===== config.mk =====
export PLATFORM = sky130hd
export DESIGN_NAME = timer_apb_regs_flat
export DESIGN_NICKNAME = d
export VERILOG_FILES = /design/src/rtl/timer_apb_regs_if.sv /design/src/rtl/timer_apb_regs.sv /design/src/flat_wrapper.sv
export SDC_FILE = /design/constraint.sdc
export NUM_CORES = 1
export LEC_CHECK = 0
export BUFFER_PORTS_ARGS = -buffer_cell sky130_fd_sc_hd__buf_4
export CORE_MARGIN = 2
export CORE_UTILIZATION = 48
export DETAILED_ROUTE_END_ITERATION = 8
export MAX_ROUTING_LAYER = met4
export PLACE_DENSITY = 0.77
export REMOVE_ABC_BUFFERS = 1
export SYNTH_ARGS = -nofsm -noshare
export SYNTH_HDL_FRONTEND = slang
export SYNTH_SLANG_ARGS = --single-unit

===== constraint.sdc =====
create_clock -name CLK -period 2.5 [get_ports CLK]
set_input_delay 0.125 -clock CLK [delete_from_list [all_inputs] [get_ports CLK]]
set_output_delay 0.125 -clock CLK [all_outputs]
set_load 0.02 [all_outputs]

===== src/rtl/timer_apb_regs_if.sv =====
// APB3 bus bundle between the system bus master and the timer register bank.
interface timer_apb_regs_if #(
  parameter int unsigned ADDR_W = 8
);
  logic              PSEL;
  logic              PENABLE;
  logic              PWRITE;
  logic [ADDR_W-1:0] PADDR;
  logic [31:0]       PWDATA;
  logic [31:0]       PRDATA;
  logic              PREADY;
  logic              PSLVERR;

  modport master (
    output PSEL, PENABLE, PWRITE, PADDR, PWDATA,
    input  PRDATA, PREADY, PSLVERR
  );

  modport slave (
    input  PSEL, PENABLE, PWRITE, PADDR, PWDATA,
    output PRDATA, PREADY, PSLVERR
  );
endinterface


===== src/rtl/timer_apb_regs.sv =====
// APB3 register bank that programs the timer and turns its terminal-count level into a
// sticky, maskable, level interrupt with a saturating event counter.
module timer_apb_regs #(
  parameter int unsigned ADDR_W   = 8,
  parameter int unsigned IRQCNT_W = 16
) (
  input  logic            CLK,
  input  logic            RSTN,
  timer_apb_regs_if.slave apb,
  output logic            MODE,
  output logic            GO_EN,
  output logic [31:0]     TOT_CNT,
  output logic [31:0]     DUTY_CNT,
  input  logic            IRQ_TRG,
  input  logic            PWM,
  output logic            IRQ
);

  // The setup phase is the StIdle cycle in which PSEL & ~PENABLE is seen; StWait is the first
  // access cycle (PREADY low) and StDone presents the registered response.
  typedef enum logic [1:0] {StIdle, StWait, StDone} apb_state_e;

  localparam logic [2:0] OffCtrl   = 3'd0;
  localparam logic [2:0] OffTot    = 3'd1;
  localparam logic [2:0] OffDuty   = 3'd2;
  localparam logic [2:0] OffStat   = 3'd3;
  localparam logic [2:0] OffInten  = 3'd4;
  localparam logic [2:0] OffIrqcnt = 3'd5;

  apb_state_e          state_q;
  logic                pready_q, pslverr_q;
  logic [31:0]         prdata_q;

  logic                go_en_q, go_en_d;
  logic                mode_q, mode_d;
  logic                auto_stop_q, auto_stop_d;
  logic [31:0]         tot_q, tot_d;
  logic [31:0]         duty_q, duty_d;
  logic                pend_q, pend_d;
  logic                en_q, en_d;
  logic [IRQCNT_W-1:0] irqcnt_q, irqcnt_d, irqcnt_base;
  logic                irq_q, irq_d;
  logic                trg_q;

  logic [ADDR_W-1:0]   paddr;
  logic [2:0]          off;
  logic                mapped, access, err, do_wr, event_hit, hw_stop;
  logic [31:0]         rdata;

  assign paddr = apb.PADDR;
  assign off   = paddr[4:2];

  // Address decode, error classification and read mux for the current access cycle.
  always_comb begin
    mapped = ((paddr >> 5) == '0) && (off <= OffIrqcnt);
    access = (state_q == StWait) && apb.PSEL && apb.PENABLE;
    // Period/duty must not change under a running timer.
    err    = !mapped || (apb.PWRITE && go_en_q && ((off == OffTot) || (off == OffDuty)));
    do_wr  = access && apb.PWRITE && !err;
    rdata  = '0;
    case (off)
      OffCtrl:   rdata = {29'd0, auto_stop_q, mode_q, go_en_q};
      OffTot:    rdata = tot_q;
      OffDuty:   rdata = duty_q;
      OffStat:   rdata = {30'd0, PWM, pend_q};
      OffInten:  rdata = {31'd0, en_q};
      OffIrqcnt: rdata = 32'(irqcnt_q);
      default:   rdata = '0;
    endcase
  end

  // Next-state of the register bank: software writes first, then hardware events override.
  always_comb begin
    go_en_d     = go_en_q;
    mode_d      = mode_q;
    auto_stop_d = auto_stop_q;
    tot_d       = tot_q;
    duty_d      = duty_q;
    pend_d      = pend_q;
    en_d        = en_q;
    irqcnt_base = irqcnt_q;
    event_hit   = IRQ_TRG && !trg_q;
    hw_stop     = event_hit && auto_stop_q && !mode_q;
    if (do_wr) begin
      case (off)
        OffCtrl: begin
          go_en_d     = apb.PWDATA[0];
          mode_d      = apb.PWDATA[1];
          auto_stop_d = apb.PWDATA[2];
        end
        OffTot:    tot_d  = apb.PWDATA;
        OffDuty:   duty_d = apb.PWDATA;
        OffStat:   if (apb.PWDATA[0]) pend_d = 1'b0;
        OffInten:  en_d = apb.PWDATA[0];
        OffIrqcnt: irqcnt_base = '0;
        default:   ;
      endcase
    end
    irqcnt_d = irqcnt_base;
    if (event_hit) begin
      pend_d   = 1'b1;
      irqcnt_d = (&irqcnt_base) ? irqcnt_base : irqcnt_base + IRQCNT_W'(1);
    end
    if (hw_stop) go_en_d = 1'b0;
    irq_d = pend_q && en_q;
  end

  // APB transfer FSM with registered PREADY/PSLVERR/PRDATA.
  always_ff @(posedge CLK or negedge RSTN) begin
    if (!RSTN) begin
      state_q   <= StIdle;
      pready_q  <= 1'b0;
      pslverr_q <= 1'b0;
      prdata_q  <= '0;
    end else begin
      unique case (state_q)
        StIdle: begin
          if (apb.PSEL && !apb.PENABLE) state_q <= StWait;
        end
        StWait: begin
          if (apb.PSEL && apb.PENABLE) begin
            state_q   <= StDone;
            pready_q  <= 1'b1;
            pslverr_q <= err;
            prdata_q  <= (err || apb.PWRITE) ? '0 : rdata;
          end else if (!apb.PSEL) begin
            state_q <= StIdle;
          end
        end
        StDone: begin
          state_q   <= StIdle;
          pready_q  <= 1'b0;
          pslverr_q <= 1'b0;
          prdata_q  <= '0;
        end
        default: state_q <= StIdle;
      endcase
    end
  end

  // Register bank, trigger edge flop and registered interrupt.
  always_ff @(posedge CLK or negedge RSTN) begin
    if (!RSTN) begin
      go_en_q     <= 1'b0;
      mode_q      <= 1'b0;
      auto_stop_q <= 1'b0;
      tot_q       <= '0;
      duty_q      <= '0;
      pend_q      <= 1'b0;
      en_q        <= 1'b0;
      irqcnt_q    <= '0;
      irq_q       <= 1'b0;
      trg_q       <= 1'b0;
    end else begin
      go_en_q     <= go_en_d;
      mode_q      <= mode_d;
      auto_stop_q <= auto_stop_d;
      tot_q       <= tot_d;
      duty_q      <= duty_d;
      pend_q      <= pend_d;
      en_q        <= en_d;
      irqcnt_q    <= irqcnt_d;
      irq_q       <= irq_d;
      trg_q       <= IRQ_TRG;
    end
  end

  assign apb.PRDATA  = prdata_q;
  assign apb.PREADY  = pready_q;
  assign apb.PSLVERR = pslverr_q;
  assign GO_EN       = go_en_q;
  assign MODE        = mode_q;
  assign TOT_CNT     = tot_q;
  assign DUTY_CNT    = duty_q;
  assign IRQ         = irq_q;

endmodule

===== src/flat_wrapper.sv =====
// flat-port wrapper written by rule: the top's interface ports become plain ports
module timer_apb_regs_flat 
#(
  parameter int unsigned ADDR_W   = 8,
  parameter int unsigned IRQCNT_W = 16
)
  (CLK, RSTN, MODE, GO_EN, TOT_CNT, DUTY_CNT, IRQ_TRG, PWM, IRQ, apb_PSEL, apb_PENABLE, apb_PWRITE, apb_PADDR, apb_PWDATA, apb_PRDATA, apb_PREADY, apb_PSLVERR);
  timer_apb_regs_if #(.ADDR_W(ADDR_W)) apb_i ();
  input  logic CLK;
  input  logic RSTN;
  output logic MODE;
  output logic GO_EN;
  output logic [31:0] TOT_CNT;
  output logic [31:0] DUTY_CNT;
  input  logic IRQ_TRG;
  input  logic PWM;
  output logic IRQ;
  input wire logic [$bits(apb_i.PSEL)-1:0] apb_PSEL;
  input wire logic [$bits(apb_i.PENABLE)-1:0] apb_PENABLE;
  input wire logic [$bits(apb_i.PWRITE)-1:0] apb_PWRITE;
  input wire logic [$bits(apb_i.PADDR)-1:0] apb_PADDR;
  input wire logic [$bits(apb_i.PWDATA)-1:0] apb_PWDATA;
  output wire logic [$bits(apb_i.PRDATA)-1:0] apb_PRDATA;
  output wire logic [$bits(apb_i.PREADY)-1:0] apb_PREADY;
  output wire logic [$bits(apb_i.PSLVERR)-1:0] apb_PSLVERR;
  assign apb_i.PSEL = apb_PSEL;
  assign apb_i.PENABLE = apb_PENABLE;
  assign apb_i.PWRITE = apb_PWRITE;
  assign apb_i.PADDR = apb_PADDR;
  assign apb_i.PWDATA = apb_PWDATA;
  assign apb_PRDATA = apb_i.PRDATA;
  assign apb_PREADY = apb_i.PREADY;
  assign apb_PSLVERR = apb_i.PSLVERR;
  timer_apb_regs #(.ADDR_W(ADDR_W), .IRQCNT_W(IRQCNT_W)) u_core (.CLK(CLK), .RSTN(RSTN), .apb(apb_i), .MODE(MODE), .GO_EN(GO_EN), .TOT_CNT(TOT_CNT), .DUTY_CNT(DUTY_CNT), .IRQ_TRG(IRQ_TRG), .PWM(PWM), .IRQ(IRQ));
endmodule

==> results.toml, run 1 <==
[power]
power_density_nw_per_um2 = 667
power.total_mw = 5.37
ir_drop_v = 0.000463
p_leak_nw = 3.91

[grt]
grt_max_degree = 53
antenna_found_initial = 0
grt-ovfl-total = 0
track_usage_pct = 26.4
grt_pass1_vias = 4847
grt_pass1_wl_mm = 25.2

[yosys]
synth_top_family_by_area = "multiplexers"
synth_compound_area_share_pct = 10.8
synthFlopType = "dfrtp_1"
synth_edf_count = 0
avgSynthCellArea_um2 = 11.8
synth-seq-area-share_pct = 55.8
yosys.area_share.simple_pct = 12.2
syn_inst = 466
synthAdderAreaFrac_pct = 0.227
yosysTopAreaCellShare_pct = 55.8
synth.most_common_cell = "dfrtp_1"
syn_area_um2 = 5510
synth-xor-area-share_pct = 0.635
muxShareOfSynthArea_pct = 17.4
async_flop_share_pct = 100
synth_common_cells = "dfrtp_1 (123), mux2_2 (67), nand2_1 (48)"
yosysUniqueCellTypes = 51
synthTopCellsByArea = "dfrtp_1 (56%), mux2_2 (14%), nand2_1 (3.3%)"
yosysWarnings = 0
synth_area_leader_cell = "dfrtp_1"
ys_ff_latch = 123

[detailed_routing]
drt_iter0_drc = 206
drt_pass1_iterations = 4
wl_mm = 15.6
dr_total_vias = 4701
wl_per_cell_um = 18.8
via_per_inst = 5.65
drc = 0
drtAntennaViolNets = 0

[critical_path]
critPathLaunchType = "register"
crit_fanout = 6
critical_path_buf_inv_count = 1
reg2reg_depth = 9
critPathKind = "register to register"
crit_cells = 9
crit_chain = "nand4b_1 -> or4_4 -> and2_4 -> ha_4 -> nand4_1 -> nor4_4 -> clkbuf_16 -> or4_4 -> nand2_1"
max_stage_delay_ns = 0.49
endpoint_kind = "register"
crit_path_frequent_cell = "or4_4"
crit_slowest_cell = "or4_4"
cp.arrival_ns = 2.86
critPathTopFamily = "simple AND/OR/NAND/NOR gates"
required_ns = 2.84

[floorplanning]
die_area_um2 = 12400
rows = 39
core_area_um2 = 11300
dieHeight_um = 111
start_util_pct = 48.7
die_w_um = 111
io_pins = 148

[worst_hold_path]
worst_hold_path_type = "primary input to register"
hold_depth = 3

[timing]
max_slew_margin_pct = 24.4
worst_slack_ns = -0.0121
fin_skew_ns = 0.00942
tightest_slew_ns = 1.13
setup_viol = 4
period_minus_slack_ns = 2.51
max_freq_ghz = 0.398
maxSlewViolCount = 0
final_hold_viol_count = 0
finalCritPeriodShare_pct = 100

[outcome]
outcome = "finished with violations"
failed_checks = "setup timing"

[clocking]
htreeDepth = 4
cts_tree = "done"
clkTransAtPathRegs_ns = 0.05
cts.path.max_buffers = 2
numCtsBuffers = 17
cts_root_buf = "clkbuf_16"
cts_sinks = 123
clk_latency_ns = 0.41

[cells_and_area]
n_antenna_cell = 0
area_delta_synth_final_pct = 46.0
final_nets = 724
drive_above_1_share_pct = 43.3

[placed_design]
pre_cts_ws_ns = -0.182
hpwl_mm = 9.86
gp_congestion = 0.871
io_buffers = 145

[job]
drv_cap = 0
-- per-layer routing --
metal | vias to the layer above | part of all wire (%) | track usage, %
met5 | - | 0 | -
met4 | 0 | 1.1 | 8.07
met3 | 13 | 6.9 | 7.55
met2 | 171 | 52 | 43.8
met1 | 2380 | 40 | 31.6
li1 | 2137 | - | -
-- layout make-up --
type	count	area, um2
Clock inverter	13	190
Fill cell	802	3270
Inverter	6	22.5
Timing Repair Buffer	217	1780
Clock buffer	19	453
Tap cell	143	179
Multi-Input combinational cell	311	2350
Sequential cell	123	3080
-- worst paths after layout --
path	from	endpoint	slack [ns]
setup / recovery	u_core.state_q[1]$_DFFE_PN0P_	u_core.irqcnt_q[4]$_DFF_PN0_	-0.01
hold / removal	apb_PWRITE	u_core.apb.PSLVERR$_DFFE_PN0P_	0.1
setup reg to reg	u_core.state_q[1]$_DFFE_PN0P_	u_core.irqcnt_q[4]$_DFF_PN0_	-0.01
hold reg to reg	u_core.apb.PRDATA[9]$_DFFE_PN0P_	u_core.apb.PRDATA[9]$_DFFE_PN0P_	0.48
max in group asynchronous	RSTN	u_core.apb.PRDATA[14]$_DFFE_PN0P_	1.48
min in group asynchronous	RSTN	u_core.DUTY_CNT[20]$_DFFE_PN0P_	0.30
-- logic make-up after synthesis --
| family | count (synthesis) |
|---|---|
| buffers and inverters | 32 |
| XOR/XNOR | 4 |
| multiplexers | 86 |
| adder cells (fa/ha/maj) | 1 |
| AO/OA/AOI/OAI | 92 |
| AND/OR/NAND/NOR | 128 |
| flip-flops | 123 |
-- cell usage in the layout (no fill, tap or decap), types with 3 or more instances in the layout --
master and count:
o21ai_0 35, nor4_1 3, a211oi_1 4, nand3b_1 3
bufinv_16 4, dlygate4sd3_1 36, inv_1 6, nor2_1 19
a21oi_1 20, nor3_1 4, buf_12 3, or4_4 4
mux2i_1 17, buf_4 176, nand4_1 11, clkbuf_16 18
nand3_1 5, mux2_2 67, o211ai_1 5, and3_1 3
clkinvlp_4 4, or4_1 7, dfrtp_1 123, a22oi_1 16
nand2_1 47
-- timing repair --
| action | CTS | global route |
|---|---|---|
| hold buffers | 36 | 0 |
| pin swaps | 1 | 5 |
| setup endpoints to repair | 13 | 12 |
| gates resized for setup | 1 | 13 |
| cloned | 0 | 1 |
| buffers inserted | 1 | 3 |
| hold endpoints to repair | 118 | 0 |
-- flip-flops by register name, indices dropped and copies added (netlist names) --
register	flops
u_core.irqcnt_q	16
u_core.apb.PRDATA	32
u_core.DUTY_CNT	32
u_core.auto_stop_q	1
u_core.TOT_CNT	32
u_core.trg_q	1
u_core.GO_EN	1
u_core.apb.PREADY	1
u_core.pend_q	1
u_core.state_q	2
u_core.MODE	1
u_core.apb.PSLVERR	1
u_core.IRQ	1
u_core.en_q	1
-- stage by stage --
stage                     setup TNS (ns)  cell area, um2  std cells  util [%]  hold WS, ns
after floorplan                   -49.81            5380        440         -       -0.171
after global placement            -0.726            6940        759      61.3        0.196
after detailed placement           -1.35            6940        759      61.3        0.215
after CTS                              0            7950        828      70.3       0.0876
after global routing              -0.381            8050        832      71.1        0.115
final                            -0.0337            8050        832      71.1       0.0953
-- worst reg2reg max path: cells and delay by family (launching register included) --
family	cells	cell delay, ns
adders and majority gates	1	0.16
buffers and inverters	1	0.18
DFF	1	0.39
and+or+nand+nor	7	1.72
-- power breakdown --
group / leakage, nW / internal (mW) / switching (mW) / total [mW]
combinational: 1.92 / 0.273 / 0.277 / 0.550
clock: 0.302 / 1.73 / 0.927 / 2.66
sequential: 1.69 / 2.06 / 0.104 / 2.17
total: 3.91 / 4.06 / 1.31 / 5.37
No activity file was read; power rests on OpenSTA's default activity.
==> run 2: changes to the inputs <==
Settings changed: PLACE_DENSITY 0.77 to 0.86.
==> run 2 against run 1 <==
Against the previous run: power shrank 5.5%; worst hold slack gained 0.0067 ns; clock skew shrank 0.0032 ns; the run still ends with setup timing left; worst setup slack lost 0.10 ns.
==> results.toml, run 2 (synthesis results as in run 1) <==
[clocking]
clk_latency_ns = 0.41
htreeDepth = 4
clkTransAtPathRegs_ns = 0.06
numCtsBuffers = 17
cts_root_buf = "clkbuf_16"
cts_sinks = 123
cts_tree = "done"
cts.path.max_buffers = 2

[power]
power_density_nw_per_um2 = 634
pwr-share-comb_pct = 11.7
swShare_pct = 26.2
power.internal_mw = 3.75
pwr-share-seq_pct = 42.9
p_leak_nw = 3.89
switchingPower_mw = 1.33
ir_drop_v = 0.000537
pwr-share-clk_pct = 45.5

[placed_design]
io_buffers = 145
gp_congestion = 0.883
hpwl_mm = 10.3

[detailed_routing]
via_per_inst = 5.85
wl_per_cell_um = 19.9
drt_pass1_iterations = 5
drt_iter0_drc = 341
dr_total_vias = 4877
drc = 0
wl_mm = 16.6
drtAntennaViolNets = 0

[grt]
track_usage_pct = 27.6
grt_pass1_wl_mm = 26.4
antenna_found_initial = 0
grt_max_degree = 56
grt_pass1_vias = 5111
grt-ovfl-total = 0

[critical_path]
critPathLaunchType = "register"
reg2reg_depth = 10
cp.arrival_ns = 2.90
r2r_end = "u_core.irqcnt_q[1]$_DFF_PN0_"
critPathKind = "register to register"
critical_path_buf_inv_count = 2
required_ns = 2.79
endpoint_kind = "register"
crit_chain = "nand4b_1 -> or4_4 -> and2_4 -> ha_4 -> nand4_1 -> buf_4 -> nor4_4 -> clkbuf_16 -> a21boi_4 -> mux2_4"
critPathTopFamily = "simple AND/OR/NAND/NOR gates"
crit_fanout = 6
crit_slowest_cell = "or4_4"
r2r_start = "u_core.state_q[1]$_DFFE_PN0P_"
reg2reg_setup_slack_ns = -0.11
max_stage_delay_ns = 0.60

[cells_and_area]
final_core_util_pct = 70.7
layout_commonest_cell = "buf_4"
layout_common_cells = "buf_4 (178), dfrtp_1 (123), mux2_2 (66)"
area_delta_synth_final_pct = 45.2
final_nets = 726
multi_input_area_um2 = 2370
seq_area_um2 = 3080
n_antenna_cell = 0
nFillCells = 747
drive_above_1_share_pct = 43.6

[worst_hold_path]
min-delay-start = "apb_PWRITE"
worst_hold_path_type = "primary input to register"
hold_end = "u_core.apb.PSLVERR$_DFFE_PN0P_"
hold_depth = 3

[timing]
finalCritPeriodShare_pct = 104
tightest_slew_ns = 1.17
maxSlewViolCount = 0
max_slew_margin_pct = 21.5
fin_tns_setup_ns = -0.660
grt_setup_unrepaired = "true"
fin_skew_ns = 0.00622
final_hold_viol_count = 0
worst_slack_ns = -0.112
period_minus_slack_ns = 2.61
max_freq_ghz = 0.383
setup_viol = 9

[floorplanning]
dieHeight_um = 111
die_w_um = 111
io_pins = 148
start_util_pct = 48.7
core_area_um2 = 11300
die_area_um2 = 12400
rows = 39

[outcome]
failed_checks = "setup timing"
outcome = "finished with violations"

[job]
drv_cap = 0
[run 2: cell count changes in the layout (fill, tap and decap cells not counted), moves of 2 or more]
cell        previous run  this run
buf_4                176       178
clkinvlp_4             4         7
bufinv_16              4         1
clkinv_2               1         3
[run 2: layout make-up]
cell class | instances | area share [%]
inverters | 6 | 0.281
well taps | 143 | 2.23
clock buffers | 18 | 5.49
multi-input cells | 311 | 29.6
flip-flops and latches | 123 | 38.4
clock inverters | 14 | 1.55
repair buffers | 219 | 22.4
[run 2: per-stage QoR]
step / hold WS [ns] / setup WS (ns) / std cells / cell area [um2] / total power [mW]
2_1_floorplan: -0.171 / -1.32 / 440 / 5380 / 2.38
3_3_place_gp: 0.0908 / -0.101 / 759 / 6940 / 2.63
3_5_place_dp: 0.101 / -0.166 / 759 / 6940 / 2.66
4_1_cts: 0.0808 / 0.00625 / 827 / 7870 / 5.00
5_1_grt: 0.126 / -0.182 / 834 / 8010 / 5.25
6_report: 0.102 / -0.112 / 834 / 8010 / 5.08
[run 2: worst max-delay path by stage]
stage | startpoint | end | cells after the start
6_report | u_core.state_q[1]$_DFFE_PN0P_ | u_core.irqcnt_q[1]$_DFF_PN0_ | 10
5_1_grt | u_core.state_q[1]$_DFFE_PN0P_ | u_core.irqcnt_q[1]$_DFF_PN0_ | 10
4_1_cts | u_core.state_q[1]$_DFFE_PN0P_ | u_core.irqcnt_q[3]$_DFF_PN0_ | 9
3_5_place_dp | apb_PADDR[4] | u_core.irqcnt_q[3]$_DFF_PN0_ | 10
3_3_place_gp | apb_PADDR[4] | u_core.irqcnt_q[10]$_DFF_PN0_ | 10
2_1_floorplan | apb_PADDR[3] | u_core.DUTY_CNT[0]$_DFFE_PN0P_ | 4
[run 2: timing repair]
item,in CTS,in global routing
hold buffers,36,0
setup endpoints to repair,12,12
setup buffers,0,7
cloned,0,1
resized for setup,2,17
hold endpoints to repair,103,0
pin swaps,1,21
[run 2: power by group through the flow]
stage | sequential, mW | clock (mW) | combinational (mW)
2_1_floorplan | 2.19 | 0 | 0.187
3_3_place_gp | 2.19 | 0 | 0.445
3_5_place_dp | 2.20 | 0 | 0.466
4_1_cts | 2.16 | 2.32 | 0.518
5_1_grt | 2.19 | 2.42 | 0.644
6_report | 2.18 | 2.31 | 0.593
[run 2: per-layer routing]
metal	vias to the layer above	share of wire (%)	global-route usage [%]	wire length, um
met2	241	52	46.1	8610
met5	-	0	-	0
met1	2440	39	33.0	6440
li1	2156	-	-	-
met4	0	1.7	9.05	282
met3	40	7.5	7.11	1240
[run 2: worst min-delay path, stage by stage]
cell	delay, ns
buf_4	0.13
a21oi_1	0.13
a211oi_1	0.08
==> run 3: changes to the inputs <==
Settings changed: HOLD_SLACK_MARGIN set to 0.12.
==> run 3 against run 2 <==
Against the previous run: the run still ends with setup timing left; sequential power hardly changed; first-iteration DRC count decreased by 8.2%; count of clock-buffer cells in the layout unchanged; worst hold slack improved by 0.11 ns; routed wire length down 0.11%; critical path depth did not move; sequential cell count unchanged; final cell count grew 0.12%; critical path type unchanged.
==> results.toml, run 3 (synthesis results as in run 1) <==
[critical_path]
critPathLaunchType = "register"
r2r_start = "u_core.state_q[1]$_DFFE_PN0P_"
critPathKind = "register to register"
reg2reg_depth = 10
crit_fanout = 6
reg2reg_setup_slack_ns = -0.11
required_ns = 2.79
cp.arrival_ns = 2.90
endpoint_kind = "register"
r2r_end = "u_core.irqcnt_q[1]$_DFF_PN0_"

[timing]
period_minus_slack_ns = 2.61
finalCritPeriodShare_pct = 104
fin_skew_ns = 0.00622
maxSlewViolCount = 0
setup_viol = 9
tightest_slew_ns = 1.18
worst_slack_ns = -0.111
max_slew_margin_pct = 21.0
final_hold_viol_count = 0
grt_setup_unrepaired = "true"
max_freq_ghz = 0.383

[clocking]
htreeDepth = 4
clk_latency_ns = 0.41
cts_root_buf = "clkbuf_16"
cts.path.max_buffers = 2
cts_tree = "done"
numCtsBuffers = 17
cts_sinks = 123
clkTransAtPathRegs_ns = 0.06

[power]
swShare_pct = 26.1
p_leak_nw = 3.90
ir_drop_v = 0.000534
power_density_nw_per_um2 = 633
pwr-share-seq_pct = 42.9
power.internal_mw = 3.75
switchingPower_mw = 1.33
pwr-share-comb_pct = 11.7
pwr-share-clk_pct = 45.4

[floorplanning]
io_pins = 148
rows = 39
die_w_um = 111
dieHeight_um = 111
core_area_um2 = 11300
start_util_pct = 48.7
die_area_um2 = 12400

[grt]
grt_pass1_vias = 5111
antenna_found_initial = 0
track_usage_pct = 27.6
grt_max_degree = 56
grt_pass1_wl_mm = 26.4
grt-ovfl-total = 0

[cells_and_area]
stdcell_area_um2 = 8020
layout_common_cells = "buf_4 (178), dfrtp_1 (123), mux2_2 (66)"
final_core_util_pct = 70.8
layout_commonest_cell = "buf_4"
drive_above_1_share_pct = 43.5
area_delta_synth_final_pct = 45.4
final_nets = 727
n_antenna_cell = 0

[detailed_routing]
dr_total_vias = 4872
drc = 0
via_per_inst = 5.83
drtAntennaViolNets = 0
drt_pass1_iterations = 7
drt_iter0_drc = 313
wl_mm = 16.6
wl_per_cell_um = 19.8

[job]
drv_cap = 0

[outcome]
failed_checks = "setup timing"
outcome = "finished with violations"

[placed_design]
io_buffers = 145
pre_cts_ws_ns = -0.166
placed_area_um2 = 6940
hpwl_mm = 10.3
gp_congestion = 0.883

[worst_hold_path]
worst_hold_path_type = "primary input to async pin"
## run 3: changes by cell type in the layout (fill, tap and decap cells not counted), sizes merged
cell         delta
dlygate4sd3     +1
## run 3: layout make-up
type	count	area (um2)
Fill cell	744	3300
Sequential cell	123	3080
Multi-Input combinational cell	311	2370
Timing Repair Buffer	220	1800
Clock buffer	18	439
Tap cell	143	179
Clock inverter	14	124
Inverter	6	22.5
## run 3: worst max-delay path by stage
stage,startpoint,cells past startpoint,end
finish,u_core.state_q[1]$_DFFE_PN0P_,10,u_core.irqcnt_q[1]$_DFF_PN0_
global route,u_core.state_q[1]$_DFFE_PN0P_,10,u_core.irqcnt_q[1]$_DFF_PN0_
CTS,u_core.state_q[1]$_DFFE_PN0P_,9,u_core.irqcnt_q[3]$_DFF_PN0_
detailed placement,apb_PADDR[4],10,u_core.irqcnt_q[3]$_DFF_PN0_
global placement,apb_PADDR[4],10,u_core.irqcnt_q[10]$_DFF_PN0_
floorplan,apb_PADDR[3],4,u_core.DUTY_CNT[0]$_DFFE_PN0P_
## run 3: routing by layer
| metal | global-route usage [%] | routed length (um) |
|---|---|---|
| met2 | 46.1 | 8630 |
| met5 | - | 0 |
| met4 | 9.05 | 297 |
| met1 | 33.1 | 6430 |
| met3 | 7.05 | 1190 |
## run 3: power by group through the flow
stage | Sequential [mW] | Combinational, mW | Clock (mW)
global route | 2.19 | 0.645 | 2.42
CTS | 2.16 | 0.519 | 2.32
global placement | 2.19 | 0.445 | 0
detailed placement | 2.20 | 0.466 | 0
finish | 2.18 | 0.593 | 2.30
floorplan | 2.19 | 0.187 | 0
## run 3: per-stage QoR
step                      total power, mW  TNS [ns]  instances  hold slack [ns]
after floorplan                      2.38    -49.81        440           -0.171
after global placement               2.63    -0.707        759           0.0908
after detailed placement             2.66     -1.48        759            0.101
after CTS                            5.00         0        828            0.214
after global routing                 5.26     -1.55        835            0.245
final                                5.07    -0.672        835            0.208
## run 3: what timing repair did
| action | CTS | global route |
|---|---|---|
| hold buffers | 37 | 0 |
| cloned | 0 | 1 |
| setup endpoints to repair | 12 | 12 |
| buffers inserted | 0 | 7 |
| gates resized for setup | 2 | 17 |
| endpoints found under the hold margin | 161 | 0 |
| pin swaps | 1 | 21 |
## run 3: critical path, cell delays in order (launching register included)
cell and delay, ns:
dfrtp_1 0.38, nand4b_1 0.23, or4_4 0.60, and2_4 0.19, ha_4 0.16, nand4_1 0.11
buf_4 0.14, nor4_4 0.04, clkbuf_16 0.18, a21boi_4 0.14, mux2_4 0.31
